**src/rtl/router_pkt_fifo.sv**
```systemverilog
// Per-destination packet FIFO for the 1xN router: header-flagged entries, registered read
// data with a valid strobe, and read-side packet-length tracking with an end-of-packet pulse.
module router_pkt_fifo #(
  parameter int DATA_W   = 8,
  parameter int DEPTH    = 16,
  parameter int ADDR_W   = 4,
  parameter int AF_LEVEL = 14
) (
  input  logic              clk,
  input  logic              rst,
  input  logic              soft_rst,
  input  logic              wr_en,
  input  logic              lfd_state,
  input  logic [DATA_W-1:0] d_in,
  input  logic              rd_en,
  output logic [DATA_W-1:0] d_out,
  output logic              d_out_vld,
  output logic              empty,
  output logic              full,
  output logic              almost_full,
  output logic [ADDR_W:0]   count,
  output logic              overflow,
  output logic              pkt_active,
  output logic              pkt_end
);

  localparam int REM_W = DATA_W - 1;
  localparam int LEN_W = DATA_W - 2;

  // Each entry is {header_flag, data}.
  logic [DATA_W:0]   mem [DEPTH];

  logic [ADDR_W:0]   wr_ptr_q, wr_ptr_d;
  logic [ADDR_W:0]   rd_ptr_q, rd_ptr_d;
  logic [REM_W-1:0]  rem_cnt_q, rem_cnt_d;
  logic [DATA_W-1:0] d_out_q, d_out_d;
  logic              d_out_vld_q, d_out_vld_d;
  logic              overflow_q, overflow_d;
  logic              pkt_end_q, pkt_end_d;

  logic              wr_ok;
  logic              rd_ok;
  logic [DATA_W:0]   rd_word;
  logic [LEN_W-1:0]  rd_len;
  logic [ADDR_W:0]   count_w;

  // Extra pointer bit distinguishes full from empty; the difference is the exact occupancy.
  assign count_w = wr_ptr_q - rd_ptr_q;
  assign rd_word = mem[rd_ptr_q[ADDR_W-1:0]];
  assign rd_len  = rd_word[DATA_W-1:2];

  always_comb begin
    wr_ptr_d    = wr_ptr_q;
    rd_ptr_d    = rd_ptr_q;
    rem_cnt_d   = rem_cnt_q;
    d_out_d     = d_out_q;
    d_out_vld_d = 1'b0;
    overflow_d  = 1'b0;
    pkt_end_d   = 1'b0;
    wr_ok       = 1'b0;
    rd_ok       = 1'b0;

    if (soft_rst) begin
      wr_ptr_d  = '0;
      rd_ptr_d  = '0;
      rem_cnt_d = '0;
      d_out_d   = '0;
    end else begin
      wr_ok      = wr_en && !full;
      rd_ok      = rd_en && !empty;
      overflow_d = wr_en && full;

      if (wr_ok) begin
        wr_ptr_d = wr_ptr_q + (ADDR_W+1)'(1);
      end

      if (rd_ok) begin
        rd_ptr_d    = rd_ptr_q + (ADDR_W+1)'(1);
        d_out_d     = rd_word[DATA_W-1:0];
        d_out_vld_d = 1'b1;
        // A header always reloads, truncating any packet still in progress.
        if (rd_word[DATA_W]) begin
          rem_cnt_d = {1'b0, rd_len} + REM_W'(1);
        end else if (rem_cnt_q != '0) begin
          rem_cnt_d = rem_cnt_q - REM_W'(1);
          pkt_end_d = (rem_cnt_q == REM_W'(1));
        end
      end
    end
  end

  always_ff @(posedge clk) begin
    if (rst) begin
      wr_ptr_q    <= '0;
      rd_ptr_q    <= '0;
      rem_cnt_q   <= '0;
      d_out_q     <= '0;
      d_out_vld_q <= 1'b0;
      overflow_q  <= 1'b0;
      pkt_end_q   <= 1'b0;
    end else begin
      wr_ptr_q    <= wr_ptr_d;
      rd_ptr_q    <= rd_ptr_d;
      rem_cnt_q   <= rem_cnt_d;
      d_out_q     <= d_out_d;
      d_out_vld_q <= d_out_vld_d;
      overflow_q  <= overflow_d;
      pkt_end_q   <= pkt_end_d;
    end
  end

  // Storage carries no reset; contents are meaningless until written.
  always_ff @(posedge clk) begin
    if (wr_ok) begin
      mem[wr_ptr_q[ADDR_W-1:0]] <= {lfd_state, d_in};
    end
  end

  assign d_out       = d_out_q;
  assign d_out_vld   = d_out_vld_q;
  assign count       = count_w;
  assign empty       = (count_w == '0);
  assign full        = (count_w == (ADDR_W+1)'(DEPTH));
  assign almost_full = (count_w >= (ADDR_W+1)'(AF_LEVEL));
  assign overflow    = overflow_q;
  assign pkt_active  = (rem_cnt_q != '0);
  assign pkt_end     = pkt_end_q;

endmodule

```
**config.mk**
```make
export PLATFORM = sky130hd
export DESIGN_NAME = router_pkt_fifo
export DESIGN_NICKNAME = d
export VERILOG_FILES = /design/src/rtl/router_pkt_fifo.sv
export SDC_FILE = /design/constraint.sdc
export NUM_CORES = 1
export LEC_CHECK = 0
export ABC_AREA = 1
export CAP_MARGIN = 10
export CORE_ASPECT_RATIO = 1.2
export CORE_MARGIN = 3
export CORE_UTILIZATION = 67
export CTS_BUF_LIST = sky130_fd_sc_hd__clkbuf_8
export DETAILED_ROUTE_END_ITERATION = 6
export GPL_TIMING_DRIVEN = 0
export PLACE_DENSITY = 0.87
export SLEW_MARGIN = 20
export SYNTH_ARGS = -nofsm -noshare
export SYNTH_HDL_FRONTEND = slang
export SYNTH_SLANG_ARGS = --single-unit
export TNS_END_PERCENT = 1
```
**constraint.sdc**
```tcl
create_clock -name clk -period 5.85 [get_ports clk]
set_input_delay 0.585 -clock clk [delete_from_list [all_inputs] [get_ports clk]]
set_output_delay 0.585 -clock clk [all_outputs]
set_load 0.02 [all_outputs]
```
# == Word-level counts from Yosys, hierarchy flattened ==
# Memories as Yosys holds them, arrays and structs flattened. A register that Yosys moved wholly into a read port is not among the register bits.
# Cells that the tools add are included.
# W data, S select, Z words.
# totals
wordCells,37
regBits,28
out_inout_bits,20
mem_count,1
rom_bits,0
latch_bits,0
in_bits,14
mem_bits_rw,144
# op_classes
shifts,0
n_eq_ne,2
mux,8
add_sub_neg,5
n_reduce_logical,11
order_cmp,1
mul,0
n_bitwise,2
div_mod_pow,0
# mem_list
memory,words,width,rd,rd_clocked_by_memory_dff,write_ports,line,rtl
mem,16,9,1,1,1,31,logic [DATA_W:0] mem [DEPTH];
# ops
operator,n
$mux W7,2
$add A5 B1 Y5 const B,2
$mux W4,2
$add A6 B1 Y7 const B,1
$eq A7 B1 Y1 const B,1
$reduce_bool A7 Y1,1
$sub A7 B1 Y7 const B,1
$eq A5 B5 Y1 const B,1
$ge A5 B4 Y1 const B,1
$logic_not A5 Y1,1
$reduce_or A5 Y1,1
$sub A5 B5 Y5,1
$mux W1,4
$logic_and A1 B1 Y1,3
$logic_not A1 Y1,2
$not A1 Y1,2
$reduce_and A2 Y1,1
$reduce_bool A2 Y1,1
$reduce_or A2 Y1,1

# == Depth between registers and ports, before layout ==
# depth
word_depth,7
ltp_mapped,14
depth_no_buf,13

# == Worst setup path before layout ==
# Ideal clock, no wire load.
# synth_timing
path_type,reg2reg
startpoint,register wr_ptr_q[0]
endpoint,memory mem[7][0] (netlist bit) (enable)
required_time_ns,5.463
synth_period_minus_slack_ns,3.222
t_arrival_ns,2.835
path_slack_ns,2.628
n_path_buf,0
path_stages_with_launch,11
setup_time_ns,0.387
cell_sequence,dfxtp_1 inv_1 ha_1 fa_1 xnor2_1 nor3_1 nand2_1 nor2_2 nor2_4 nand2_2 nor3_1
# synth_between
elab_chain_len,7
# synth_lines
item,line,rtl
from (decl),33,"logic [ADDR_W:0] wr_ptr_q, wr_ptr_d;"
from (signal assigned),102,wr_ptr_q <= wr_ptr_d;
$sub A5 B5 Y5,48,assign count_w = wr_ptr_q - rd_ptr_q;
net count[2],21,"output logic [ADDR_W:0] count,"
$eq A5 B5 Y1,123,assign full = (count_w == (ADDR_W+1)'(DEPTH));
net full,19,"output logic full,"
$logic_not A1 Y1,69,wr_ok = wr_en && !full;
$logic_and A1 B1 Y1,69,
$mux W1,63,if (soft_rst) begin
$mux W1,114,if (wr_ok) begin
$mux W1 (not written as such),115,"mem[wr_ptr_q[ADDR_W-1:0]] <= {lfd_state, d_in};"
to (decl),31,
# The timed path passes the listed nets, and every way through them passes these cells.

# == Final worst setup path ==
# layout_timing
startpoint,register wr_ptr_q[0]
endpoint,output full
# layout_between
elab_chain_len,2
# layout_lines
item,line
$sub A5 B5 Y5,48
$eq A5 B5 Y1,123
to (decl),19
# Every way passes these cells.

==> out/qor.csv <==
stage;metric;value;unit
timing;clock-skew-final;0.0116;ns
synth;synthesis.yosys.warnings;0;
route;drtPass1Iterations;7;
worst_setup_path;cpPeakStageDelay;0.63;ns
synth;ys_ff_latch;176;
grt;total_global_routing_track_utilization;29.9;%
worst_setup_path;rrSetupSlack;2.28;ns
die;start_util;69.1;%
route;via_count;5800;
clock_network;clk_pin_slew;0.09;ns
clock_network;post-cts-setup-buffers;0;
die;core.rowCount;42;
die;core-area;11100;um^2
timing;unrepaired_setup_endpoints_after_global_routing;no;
synth;syn-cell-area;7700;um^2
grt;overflow_left_after_global_routing;0;
timing;slew_violations;0;
worst_setup_path;crit_slowest_cell;sky130_fd_sc_hd__clkdlybuf4s50_1;
worst_setup_path;cp_startpoint_kind;flip-flop;
finish;nNetsFinal;832;
die;floorplan.io_pins;34;
timing;worst_slew_margin_rel;26.3;%
worst_setup_path;worstSetupEndpointType;output port;
synth;post_synth.cell_area_avg;10.3;um^2
clock_network;cts.root.buffer_cell;sky130_fd_sc_hd__clkbuf_8;
grt;number_of_global_route_vias_before_repair;5614;
synth;synth-edff-count;144;
placement;finalWeightedCongestion;0.886;
synth;synth_top_flop_cell;sky130_fd_sc_hd__edfxtp_1;
clock_network;ctsResizeCount;0;
synth;synth_nets;777;
timing;fmax;280;MHz
grt;largest_net_degree_at_the_start_of_global_routing;17;
finish;design_area;8620;um^2
worst_setup_path;critical_path_arrival;2.99;ns
worst_setup_path;req_time_crit_path;5.27;ns
placement;portBuffers;33;
timing;fin_crit_sh;61.1;%
route;drt_wl_total;18900;um
clock_network;cts_max_level;4;
route;postRouteAntennaNets;0;
clock_network;cts_tree;yes;
clock_network;cts.hold.buffers_added;0;
timing;final.setup.worst_slack;2.28;ns
clock_network;clk-insertion-delay-late;0.46;ns
timing;hold_viol;0;
hold_path;min_path_type;flip-flop to flip-flop;
synth;synthesized_netlist_cell_count;749;
timing;period_minus_slack;3.57;ns
synth;ys_async_sr_fraction;0;%
job;drv_cap;0;
clock_network;cts.sinks;176;
worst_setup_path;crit_chain;inv_1 -> ha_1 -> fa_1 -> xnor2_1 -> nor3_1 -> nand2_1 -> nor2_2 -> clkdlybuf4s50_1;
timing;worst_pin_slew;1.10;ns
route;drt_first_iter_violations;810;
finish;drive_gt1_share;10.5;%
power;power_per_cell_area;297;nW/um^2
worst_setup_path;category_of_the_most_critical_setup_path;flip-flop to output port;
worst_setup_path;highest_fanout_seen_on_the_critical_path;6;
power;power.static_leakage;3.37;nW
synth;synth.yosys.seq_area_share;64.5;%
grt;antenna_found_initial;0;
worst_setup_path;cell_family_with_the_largest_share_of_critical_path_delay;buffers and inverters;
grt;grt_pass1_wl;28700;um
power;power;0.00256;W
clock_network;max-clock-path-buffers;2;
route;post_detailed_route_drc_marker_count;0;
placement;preCtsSetupSlack;2.27;ns
route;route.detailed.vias_per_inst;5.97;
die;floorplan.die_area;12800;um^2
clock_network;tritoncts.num_buffers;17;
placement;postPlaceCellArea;8270;um^2
placement;place.detailed.hpwl;11900;um
die;x_dimension_of_the_die;104;um
outcome;status;complete, no violations;
finish;synthToLayoutAreaGrowth;12.0;%
die;die_height;123;um
route;routed_wl_per_cell;19.4;um
timing;setup_tns;0;ns
power;power.ir.vdd_worst;193;uV
timing;setup_viol_count_final;0;
synth;synth_cell_types;39;
finish;antenna_cells_inserted;0;
worst_setup_path;crit_buf_inv;2;
report_power, final:
part | switching (W) | leakage (nW) | internal (W) | total (W)
combinational | 0.000284 | 1.64 | 0.000150 | 0.000434
clock | 0.000446 | 0.172 | 0.000297 | 0.000743
sequential | 0.0000137 | 1.56 | 0.00137 | 0.00139
layout make-up:
type | count | area [um^2]
clock buffers | 17 | 234
flip-flops and latches | 176 | 4960
clock inverters | 15 | 113
inverters | 83 | 312
fillers | 728 | 2520
plain buffers | 30 | 178
repair buffers | 36 | 353
multi-input cells | 460 | 2270
well taps | 154 | 193
path summary, 6_finish.rpt:
path,from,endpoint,cells after the start
min,wr_ptr_q[4],wr_ptr_q[4],2
max reg2reg,wr_ptr_q[0],mem[13][2],12
min reg2reg,wr_ptr_q[4],wr_ptr_q[4],2
max,wr_ptr_q[0],full,8
tightest hold or removal path: stages (launching register included):
cell	delay, ns
sky130_fd_sc_hd__dfxtp_1	0.36
sky130_fd_sc_hd__nand2_1	0.08
sky130_fd_sc_hd__a21oi_1	0.05
cell families (layout without fill, tap and decap cells):
kind of cell,after synthesis,after routing,share of synthesized area [%]
AO/OA/AOI/OAI,101,101,7.22
buffers and inverters,113,181,6.35
flip-flops,176,176,64.5
XOR/XNOR,8,8,1.01
adder cells (fa/ha/maj),14,14,2.37
AND/OR/NAND/NOR,337,337,18.6
registers in the layout, summed over array words and instances, names as in the netlist, named ones only:
register	flops
mem	144
rd_ptr_q	5
wr_ptr_q	5
rem_cnt_q	7
d_out_vld	1
d_out	8
pkt_end	1
overflow	1
cell usage in the layout, fill, tap and decap left out, types with 2 or more instances in the layout:
| cell type | instances |
|---|---|
| sky130_fd_sc_hd__nand4_1 | 2 |
| sky130_fd_sc_hd__nand3_1 | 74 |
| sky130_fd_sc_hd__clkbuf_8 | 17 |
| sky130_fd_sc_hd__buf_2 | 13 |
| sky130_fd_sc_hd__clkbuf_1 | 7 |
| sky130_fd_sc_hd__clkdlybuf4s50_1 | 33 |
| sky130_fd_sc_hd__nand2_1 | 176 |
| sky130_fd_sc_hd__o211ai_1 | 2 |
| sky130_fd_sc_hd__a31oi_1 | 3 |
| sky130_fd_sc_hd__inv_1 | 76 |
| sky130_fd_sc_hd__inv_2 | 7 |
| sky130_fd_sc_hd__edfxtp_1 | 144 |
| sky130_fd_sc_hd__xor2_1 | 3 |
| sky130_fd_sc_hd__nand2_2 | 3 |
| sky130_fd_sc_hd__o21ai_0 | 37 |
| sky130_fd_sc_hd__buf_4 | 10 |
| sky130_fd_sc_hd__o21ai_1 | 19 |
| sky130_fd_sc_hd__clkinv_2 | 3 |
| sky130_fd_sc_hd__buf_6 | 3 |
| sky130_fd_sc_hd__o221ai_1 | 4 |
| sky130_fd_sc_hd__nor3_2 | 3 |
| sky130_fd_sc_hd__nor2_2 | 8 |
| sky130_fd_sc_hd__nor4_1 | 2 |
| sky130_fd_sc_hd__nor2_4 | 2 |
| sky130_fd_sc_hd__nor2_1 | 57 |
| sky130_fd_sc_hd__clkinv_4 | 3 |
| sky130_fd_sc_hd__inv_6 | 3 |
| sky130_fd_sc_hd__clkinvlp_4 | 4 |
| sky130_fd_sc_hd__xnor2_1 | 4 |
| sky130_fd_sc_hd__o22ai_1 | 4 |
| sky130_fd_sc_hd__ha_1 | 13 |
| sky130_fd_sc_hd__nor3_1 | 6 |
| sky130_fd_sc_hd__dfxtp_1 | 32 |
| sky130_fd_sc_hd__a21oi_1 | 27 |
cells in the mapped netlist, drive strengths merged, types with 5 or more instances:
master    n  share of area (%)
o21ai    57                3.8
buf      23                2.0
nand2   179                8.8
xnor2     5               0.67
a21oi    27                1.8
clkbuf    7               0.34
inv      82                4.0
nor2     67                3.5
nand3    75                4.9
dfxtp    32                8.3
edfxtp  144                 56
ha       13                2.1
nor3      9               0.59
per-layer routing:
| layer | wire [um] | GRT usage [%] |
|---|---|---|
| met1 | 6540 | 34.2 |
| met2 | 9360 | 52.0 |
| met3 | 1850 | 6.06 |
| met4 | 1120 | 18.8 |
| met5 | 0 | 0 |
through the flow:
| stage | utilization [%] | hold WS [ns] | instances |
|---|---|---|---|
| 6_report | 77.4 | 0.527 | 971 |
| 5_1_grt | 77.4 | 0.550 | 971 |
| 4_1_cts | 77.3 | 0.521 | 971 |
| 3_5_place_dp | 74.2 | 0.507 | 939 |
| 3_3_place_gp | 73.8 | 0.496 | 936 |
| 2_1_floorplan | - | 0.474 | 749 |
Note: power is estimated with default switching activity, not from simulation.
